File: config.mk
export PLATFORM = sky130hd
export DESIGN_NAME = regfile_wr_arbiter_flat
export DESIGN_NICKNAME = d
export VERILOG_FILES = /design/src/rtl/regfile_wr_arbiter_if.sv /design/src/rtl/regfile_wr_arbiter.sv /design/src/flat_wrapper.sv
export SDC_FILE = /design/constraint.sdc
export NUM_CORES = 1
export LEC_CHECK = 0
export CAP_MARGIN = 30
export CORE_MARGIN = 4
export CORE_UTILIZATION = 47
export DETAILED_ROUTE_END_ITERATION = 7
export PLACE_DENSITY = 0.86
export SYNTH_ARGS = -nofsm -noshare
export SYNTH_HDL_FRONTEND = slang
export SYNTH_SLANG_ARGS = --single-unit
File: constraint.sdc
create_clock -name clk_i -period 5.1 [get_ports clk_i]
set_clock_uncertainty 0.05 [all_clocks]
set_input_delay 1.02 -clock clk_i [delete_from_list [all_inputs] [get_ports clk_i]]
set_output_delay 1.02 -clock clk_i [all_outputs]
set_load 0.05 [all_outputs]
File: src/rtl/regfile_wr_arbiter_if.sv
// Write-port bundle between NUM_REQ requesters and the register-file arbiter.
// master: requester side (req/lock/addr/data/stall); slave: arbiter side.
interface regfile_wr_arbiter_if #(
  parameter int NUM_REQ = 4
) ();
  localparam int OWN_W = $clog2(NUM_REQ);

  logic [NUM_REQ-1:0]   req_i;
  logic [NUM_REQ-1:0]   lock_i;
  logic [NUM_REQ*3-1:0] addr_i;
  logic [NUM_REQ*8-1:0] data_i;
  logic                 stall_i;
  logic [NUM_REQ-1:0]   gnt_o;
  logic [2:0]           wr_addr_o;
  logic                 wr_en_o;
  logic [7:0]           wr_data_o;
  logic [OWN_W-1:0]     owner_o;
  logic                 busy_o;

  modport master (
    output req_i, lock_i, addr_i, data_i, stall_i,
    input  gnt_o, wr_addr_o, wr_en_o, wr_data_o,
    input  owner_o, busy_o
  );

  modport slave (
    input  req_i, lock_i, addr_i, data_i, stall_i,
    output gnt_o, wr_addr_o, wr_en_o, wr_data_o,
    output owner_o, busy_o
  );
endinterface

File: src/rtl/regfile_wr_arbiter.sv
// Round-robin write-port arbiter with locked bursts for the 8x8 register file.
// Ports: clk_i, rst_ni (async low), bus (slave). Option: REGFILE_ARB_PRIO_EN.
module regfile_wr_arbiter #(
  parameter int NUM_REQ   = 4,
  parameter int MAX_BURST = 4,
  localparam int OWN_W    = $clog2(NUM_REQ)
) (
  input logic clk_i,
  input logic rst_ni,
  regfile_wr_arbiter_if.slave bus
);

  typedef enum logic {IDLE, BURST} state_e;

  localparam bit BURST_EN = (MAX_BURST > 1);
  localparam logic [3:0] LAST = 4'(MAX_BURST);
`ifdef REGFILE_ARB_PRIO_EN
  localparam bit PRIO = 1'b1;
`else
  localparam bit PRIO = 1'b0;
`endif

  state_e           state_q;
  logic [OWN_W-1:0] rr_ptr_q;
  logic [OWN_W-1:0] owner_q;
  logic [3:0]       beat_q;
  logic             wr_en_q;
  logic [2:0]       wr_addr_q;
  logic [7:0]       wr_data_q;
  logic             busy_q;

  logic [OWN_W-1:0] pick;
  logic             found;
  logic [OWN_W-1:0] sel;
  logic             xfer;
  logic [NUM_REQ-1:0] gnt;
  logic [OWN_W-1:0] rr_nxt;
  logic             last_beat;

  // Rotating scan starting at rr_ptr.
  always_comb begin
    int idx;
    pick  = '0;
    found = 1'b0;
    idx   = 0;
    for (int i = 0; i < NUM_REQ; i++) begin
      idx = int'(rr_ptr_q) + i;
      if (idx >= NUM_REQ) idx = idx - NUM_REQ;
      if (!found && bus.req_i[idx]) begin
        found = 1'b1;
        pick  = OWN_W'(idx);
      end
    end
`ifdef REGFILE_ARB_PRIO_EN
    if (bus.req_i[0]) begin
      found = 1'b1;
      pick  = '0;
    end
`endif
  end

  // Inside a burst only the owner may be granted.
  always_comb begin
    sel  = (state_q == BURST) ? owner_q : pick;
    xfer = 1'b0;
    if (rst_ni && !bus.stall_i) begin
      unique case (state_q)
        IDLE:  xfer = found;
        BURST: xfer = bus.req_i[owner_q];
        default: xfer = 1'b0;
      endcase
    end
    gnt      = '0;
    gnt[sel] = xfer;
  end

  assign rr_nxt = (int'(sel) == NUM_REQ - 1) ? '0 : sel + 1'b1;
  assign last_beat = (beat_q + 4'd1) == LAST;

  always_ff @(posedge clk_i or negedge rst_ni) begin
    if (!rst_ni) begin
      state_q   <= IDLE;
      rr_ptr_q  <= '0;
      owner_q   <= '0;
      beat_q    <= '0;
      wr_en_q   <= 1'b0;
      wr_addr_q <= '0;
      wr_data_q <= '0;
      busy_q    <= 1'b0;
    end else begin
      wr_en_q <= xfer;
      if (xfer) begin
        wr_addr_q <= bus.addr_i[int'(sel)*3 +: 3];
        wr_data_q <= bus.data_i[int'(sel)*8 +: 8];
      end
      unique case (state_q)
        IDLE: begin
          if (xfer) begin
            owner_q <= sel;
            // A priority grant to requester 0 leaves the rotation alone.
            if (!(PRIO && sel == '0)) rr_ptr_q <= rr_nxt;
            if (bus.lock_i[sel] && BURST_EN) begin
              state_q <= BURST;
              beat_q  <= 4'd1;
              busy_q  <= 1'b1;
            end
          end
        end
        BURST: begin
          if (!bus.stall_i) begin
            if (!xfer || !bus.lock_i[sel] || last_beat) begin
              state_q <= IDLE;
              beat_q  <= '0;
              busy_q  <= 1'b0;
            end else begin
              beat_q <= beat_q + 4'd1;
            end
          end
        end
        default: state_q <= IDLE;
      endcase
    end
  end

  assign bus.gnt_o     = gnt;
  assign bus.wr_en_o   = wr_en_q;
  assign bus.wr_addr_o = wr_addr_q;
  assign bus.wr_data_o = wr_data_q;
  assign bus.owner_o   = owner_q;
  assign bus.busy_o    = busy_q;

endmodule

File: src/flat_wrapper.sv
// flat-port wrapper written by rule: the top's interface ports become plain ports
module regfile_wr_arbiter_flat 
#(
  parameter int NUM_REQ   = 4,
  parameter int MAX_BURST = 4,
  localparam int OWN_W    = $clog2(NUM_REQ)
)
  (clk_i, rst_ni, bus_req_i, bus_lock_i, bus_addr_i, bus_data_i, bus_stall_i, bus_gnt_o, bus_wr_addr_o, bus_wr_en_o, bus_wr_data_o, bus_owner_o, bus_busy_o);
  regfile_wr_arbiter_if #(.NUM_REQ(NUM_REQ)) bus_i ();
  input logic clk_i;
  input logic rst_ni;
  input wire logic [$bits(bus_i.req_i)-1:0] bus_req_i;
  input wire logic [$bits(bus_i.lock_i)-1:0] bus_lock_i;
  input wire logic [$bits(bus_i.addr_i)-1:0] bus_addr_i;
  input wire logic [$bits(bus_i.data_i)-1:0] bus_data_i;
  input wire logic [$bits(bus_i.stall_i)-1:0] bus_stall_i;
  output wire logic [$bits(bus_i.gnt_o)-1:0] bus_gnt_o;
  output wire logic [$bits(bus_i.wr_addr_o)-1:0] bus_wr_addr_o;
  output wire logic [$bits(bus_i.wr_en_o)-1:0] bus_wr_en_o;
  output wire logic [$bits(bus_i.wr_data_o)-1:0] bus_wr_data_o;
  output wire logic [$bits(bus_i.owner_o)-1:0] bus_owner_o;
  output wire logic [$bits(bus_i.busy_o)-1:0] bus_busy_o;
  assign bus_i.req_i = bus_req_i;
  assign bus_i.lock_i = bus_lock_i;
  assign bus_i.addr_i = bus_addr_i;
  assign bus_i.data_i = bus_data_i;
  assign bus_i.stall_i = bus_stall_i;
  assign bus_gnt_o = bus_i.gnt_o;
  assign bus_wr_addr_o = bus_i.wr_addr_o;
  assign bus_wr_en_o = bus_i.wr_en_o;
  assign bus_wr_data_o = bus_i.wr_data_o;
  assign bus_owner_o = bus_i.owner_o;
  assign bus_busy_o = bus_i.busy_o;
  regfile_wr_arbiter #(.NUM_REQ(NUM_REQ), .MAX_BURST(MAX_BURST)) u_core (.clk_i(clk_i), .rst_ni(rst_ni), .bus(bus_i));
endmodule
==> results of run 1 <==
==> routing by layer <==
layer  GRT usage (%)  up-vias  share of wire (%)
met5               0        -                  0
met4            5.32        0               0.39
met3            9.78        2                 13
met2            33.3       91                 47
met1            23.6      805                 40
li1                -      804                  -
==> area by class of cell <==
type | instances | area (um^2) | share of cell area, %
tap | 48 | 60.1 | 2.28
multi-input combinational | 136 | 1150 | 43.6
sequential | 22 | 551 | 20.9
timing repair buffer | 77 | 801 | 30.4
inverter | 9 | 33.8 | 1.28
clock buffer | 3 | 41.3 | 1.57
==> registers in the layout (all words and copies together), names as in the netlist <==
register	cells
u_core.beat_q	4
u_core.bus.busy_o	1
u_core.bus.owner_o	2
u_core.bus.wr_addr_o	3
u_core.bus.wr_data_o	8
u_core.bus.wr_en_o	1
u_core.rr_ptr_q	2
u_core.state_q	1
==> cell usage after synthesis, types with 2 or more instances <==
master,n
a21boi_0,2
a21oi_1,4
a311o_1,3
and2_1,8
and3_1,2
buf_2,6
buf_6,2
clkbuf_1,5
dfrtp_1,22
ha_1,6
inv_1,8
mux2_2,11
mux2_4,3
mux2i_1,36
mux4_2,2
nand2_1,6
nand3_1,4
nand4_1,8
nor2_1,8
nor2b_1,2
nor3_1,3
nor3b_1,3
nor4_1,4
o21ai_0,5
==> power by group <==
part / switching [mW] / internal (mW)
Clock: 0.0551 / 0.0527
Combinational: 0.610 / 0.469
Sequential: 0.102 / 0.258
==> kinds of logic after synthesis <==
logic type      share of synthesized area, %
mux                                     31.7
fa+ha+maj                               4.14
flops                                   30.3
simple gates                            15.6
buf+inv                                 6.41
compound gates                          11.9
==> worst max-delay path by stage <==
stage | from | to | depth (start not counted) | slack [ns]
CTS | bus_req_i[1] | bus_gnt_o[3] | 10 | 0.87
detailed placement | bus_req_i[1] | bus_gnt_o[3] | 10 | 0.89
floorplan | bus_req_i[1] | bus_gnt_o[0] | 8 | 1.26
global route | bus_req_i[1] | bus_gnt_o[3] | 10 | 0.67
global placement | bus_req_i[1] | bus_gnt_o[2] | 6 | 0.93
finish | bus_req_i[1] | bus_gnt_o[3] | 10 | 0.87
==> worst reg2reg max path, cell delays in order (launching register included) <==
cell and delay, ns:
dfrtp_1 0.66, inv_1 0.33, a21oi_4 0.45, inv_2 0.12, a2111o_1 0.61, a311o_1 0.38, nand4_1 0.10
==> per-stage QoR <==
stage,setup slack [ns],std cells,hold WS [ns]
4_1_cts,0.869,295,0.470
5_1_grt,0.674,295,0.485
6_report,0.866,295,0.465
3_3_place_gp,0.930,292,0.440
2_1_floorplan,1.26,182,0.494
3_5_place_dp,0.888,292,0.445
==> cells in the final DEF (no fill, tap or decap), types with 4 or more instances in the layout <==
cell / instances
mux2_2: 11
buf_12: 4
dfrtp_1: 22
and2_1: 8
nand3_1: 4
nor2_1: 8
inv_1: 8
mux2i_1: 36
ha_1: 6
clkdlybuf4s50_1: 69
a21oi_1: 4
o21ai_0: 5
nor4_1: 4
buf_4: 4
nand4_1: 8
nand2_1: 6
==> results.cfg, run 1 <==
[outcome]
status = complete, no violations

[cells_and_area]
stdcell_area_mm2 = 0.00263
final_util_pct = 71.4
drive_gt1_share_pct = 12.1
n_antenna_cell = 0
fillerInstances = 282
area_growth_pct = 45.2
nNetsFinal = 310

[synthesis]
synth_nets = 243
synth_top_area_share_pct = 30.3
ys_warn_count = 0
dominantRegCellSynth = dfrtp_1
synthArstFlopShare_pct = 100
syn_area_mm2 = 0.00181
synth_seq_area_share_pct = 30.3
syn_inst = 182
synth_edf_count = 0
ys_seq_elements = 22
synth_area_leader_cell = dfrtp_1
synth_cell_type_count = 43
avgSynthCellArea_um2 = 9.97
synth_area_leaders = dfrtp_1, mux2i_1, mux2_2

[sta]
tns_ns = 0
setup_violations = 0
tightest_slew_ns = 0.964
slew_violations = 0
max_freq_ghz = 0.236
finalCritPeriodShare_pct = 83.0
min_period_ns = 4.23
hold_viol = 0
relSlewSlack_pct = 35.7
rsz0062_at_grt = false

[global_routing]
grtUsageTotal_pct = 20.3
grt_start_max_net_pins = 24
antenna_found_initial = 0
overflow = 0
grt_pass1_vias = 1742
grt_pass1_wl_mm = 8.10

[placed_design]
dpl_cell_area_mm2 = 0.00259
dp_hpwl_mm = 3.66
globalplace.congestion = 0.863
io_buffer_count = 73

[worst_setup_path]
crit_type = in -> out
path_cells = clkdlybuf4s50_1 > a21boi_0 > o2bb2ai_1 > nor3_1 > a21oi_1 > buf_4 > inv_1 > ha_1 > and2_1 > buf_12
reg2reg_slack_ns = 2.32
setup.worst_path.end_class = output port
critPathMaxFanout = 14
cp_data_arrival_time_ns = 3.16
cpMaxStageDelayCell = clkdlybuf4s50_1
required_ns = 4.03
max_stage_delay_ns = 0.65
reg2reg_from = u_core.state_q
cp-start-kind = primary input
worstReg2RegEnd = u_core.beat_q[2]
path_buf_inv = 4
cp_top_family = buffers and inverters
reg2regPathDepth = 6

[power_and_ir_drop]
power_density_mw_per_mm2 = 588
power_mw = 1.55
peakVddDrop_uv = 313
p_leak_nw = 1.11

[hold_path]
whs_path_depth = 1
hp-class = reg -> reg
holdPathEnd = u_core.bus.wr_data_o[0]
hp-start = u_core.bus.wr_data_o[0]

[die]
core_mm2 = 0.00369
io-pin-count = 74
fp-row-count = 22
die_y_um = 70.1
die_w_um = 70.1
start_util_pct = 49.2
die_area_mm2 = 0.00492

[routing]
ant_nets = 0
drtPass1Iterations = 4
avgRoutedWirePerCell_um = 16.5
routed_wl_mm = 4.86
drc_errors = 0
dr.first_iter.drc_count = 242
viasPerCell = 5.77
dr_total_vias = 1702

[clocking]
clk_latency_ns = 0.26
clock_path_buffers = 2
cts.sinks = 22
cts_buffers = 3
cts-root-buf = clkbuf_8
htree_levels = 1
cts_tree = done
clk_pin_slew_worst_paths_ns = 0.08
holdBufCountCts = 0
cts_resized = 0
cts_post_setup_buffers_inserted = 0

[run]
cap_violations = 0
No activity file was read; power rests on OpenSTA's default activity.
==> run 2, diff against run 1 <==
--- a/config.mk
+++ b/config.mk
@@ -7,9 +7,9 @@
 export LEC_CHECK = 0
 export CAP_MARGIN = 30
 export CORE_MARGIN = 4
-export CORE_UTILIZATION = 47
+export CORE_UTILIZATION = 44
 export DETAILED_ROUTE_END_ITERATION = 7
-export PLACE_DENSITY = 0.86
+export PLACE_DENSITY = 0.82
 export SYNTH_ARGS = -nofsm -noshare
 export SYNTH_HDL_FRONTEND = slang
 export SYNTH_SLANG_ARGS = --single-unit
==> constraint.sdc (replaced) <==
create_clock -name clk_i -period 4 [get_ports clk_i]
set_clock_uncertainty 0.05 [all_clocks]
set_input_delay 0.8 -clock clk_i [delete_from_list [all_inputs] [get_ports clk_i]]
set_output_delay 0.8 -clock clk_i [all_outputs]
set_load 0.05 [all_outputs]
==> run 2 against run 1 <==
Net effect: routed wire length grew 0.64%; sequential cell count is the same; first-iteration DRC count shrank 29%; clock power grew 95%; via count grew 1.5%; hold slack lost 0.00054 ns; critical path depth shrank 1; global-route usage shrank 0.72 points; combinational power grew 29%; critical path type unchanged.
==> results.cfg, run 2 (synthesis results as in run 1) <==
[placed_design]
io_buffer_count = 73
dpl_cell_area_mm2 = 0.00261
globalplace.congestion = 0.931
dp_hpwl_mm = 3.79
dp.cells = 296

[clocking]
htree_levels = 1
cts_tree = done
cts.sinks = 22
cts_resized = 0
cts_post_setup_buffers_inserted = 0
holdBufCountCts = 0
cts_buffers = 3
clk_latency_ns = 0.27
clk_pin_slew_worst_paths_ns = 0.08
cts-root-buf = clkbuf_8
clock_path_buffers = 2

[routing]
dr.first_iter.drc_count = 171
drc_errors = 0
ant_nets = 0
dr_total_vias = 1727
avgRoutedWirePerCell_um = 16.3
routed_wl_mm = 4.90
viasPerCell = 5.76
drtPass1Iterations = 4

[cells_and_area]
final_common_cell = clkdlybuf4s50_1
n_antenna_cell = 0
drive_gt1_share_pct = 13.2
final_cell_mix = clkdlybuf4s50_1, mux2i_1, dfrtp_1
stdcell_area_mm2 = 0.00268
fillerInstances = 314
area_growth_pct = 47.8
final_cell_count_no_fill = 300
largest_reg_flops = 8
nNetsFinal = 312

[sta]
tns_ns = 0
min_period_ns = 3.90
tightest_slew_ns = 0.533
rsz0062_at_grt = false
setup_violations = 0
hold_viol = 0
finalCritPeriodShare_pct = 97.6
slew_violations = 0
max_freq_ghz = 0.256
relSlewSlack_pct = 64.3

[power_and_ir_drop]
p_leak_nw = 1.14
power_mw = 2.06
peakVddDrop_uv = 380
power_density_mw_per_mm2 = 769

[die]
fp-row-count = 23
io-pin-count = 74
start_util_pct = 45.4
core_mm2 = 0.00400
die_area_mm2 = 0.00521
die_w_um = 72.2
die_y_um = 72.2

[global_routing]
overflow = 0
grt_pass1_vias = 1736
antenna_found_initial = 0
grtUsageTotal_pct = 19.6
grt_start_max_net_pins = 23
grt_pass1_wl_mm = 8.18

[worst_setup_path]
required_ns = 3.15
cp-start-kind = primary input
cp_data_arrival_time_ns = 3.05
reg2reg_slack_ns = 1.36
path_buf_inv = 3
path_cells = clkdlybuf4s50_1 > a21boi_0 > o2bb2ai_1 > nor3_1 > a21oi_1 > inv_1 > ha_1 > and2_1 > buf_12
cp.depth = 9
cp_top_family = buffers and inverters
reg2regPathDepth = 6
cpMaxStageDelayCell = clkdlybuf4s50_1
crit_type = in -> out
max_stage_delay_ns = 0.68
critPathMaxFanout = 10
setup.worst_path.end_class = output port
reg2reg_from = u_core.rr_ptr_q[1]
crit_start = bus_req_i[1]

[run]
cap_violations = 0

[hold_path]
whs_path_depth = 1
hp-start = u_core.bus.wr_data_o[1]
hp-class = reg -> reg

[outcome]
status = complete, no violations
## run 2: cell types whose count changed in the layout (fill, tap and decap cells not counted)
cell,delta
buf_4,+2
bufinv_16,+1
## run 2: final timing paths
| check | endpoint |
|---|---|
| setup / recovery | bus_gnt_o[3] |
| hold / removal | u_core.bus.wr_data_o[1] |
| setup reg to reg | u_core.bus.owner_o[0] |
| hold reg to reg | u_core.bus.wr_data_o[1] |
| max in group asynchronous | u_core.bus.wr_en_o |
| min in group asynchronous | u_core.bus.wr_data_o[7] |
## run 2: power breakdown
part / leakage (nW) / internal [mW] / switching (mW)
clock: 0.0357 / 0.134 / 0.0769
combinational: 0.836 / 0.610 / 0.781
sequential: 0.265 / 0.328 / 0.133
## run 2: stage by stage
step,setup slack (ns),utilization [%],hold WS (ns)
2_1_floorplan,0.598,-,0.454
3_3_place_gp,0.345,65.2,0.439
3_5_place_dp,0.239,65.2,0.445
4_1_cts,0.161,67.0,0.464
5_1_grt,0.0360,67.0,0.491
6_report,0.0964,67.0,0.464
## run 2: final cells by class
| cell class | count | area, um^2 | area share (%) |
|---|---|---|---|
| clock buffer | 3 | 41.3 | 1.54 |
| clock inverter | 1 | 30.0 | 1.12 |
| inverter | 9 | 33.8 | 1.26 |
| multi-input combinational | 136 | 1150 | 42.8 |
| sequential | 22 | 551 | 20.5 |
| tap | 50 | 62.6 | 2.33 |
| timing repair buffer | 79 | 816 | 30.4 |
## run 2: per-layer routing
metal	track usage, %	share of wire (%)	vias up	wire, um
met5	0	0	-	0
met1	25.7	41	811	2030
li1	-	-	813	-
met4	6.05	1.9	0	94
met2	30.3	45	92	2210
met3	6.65	12	11	565
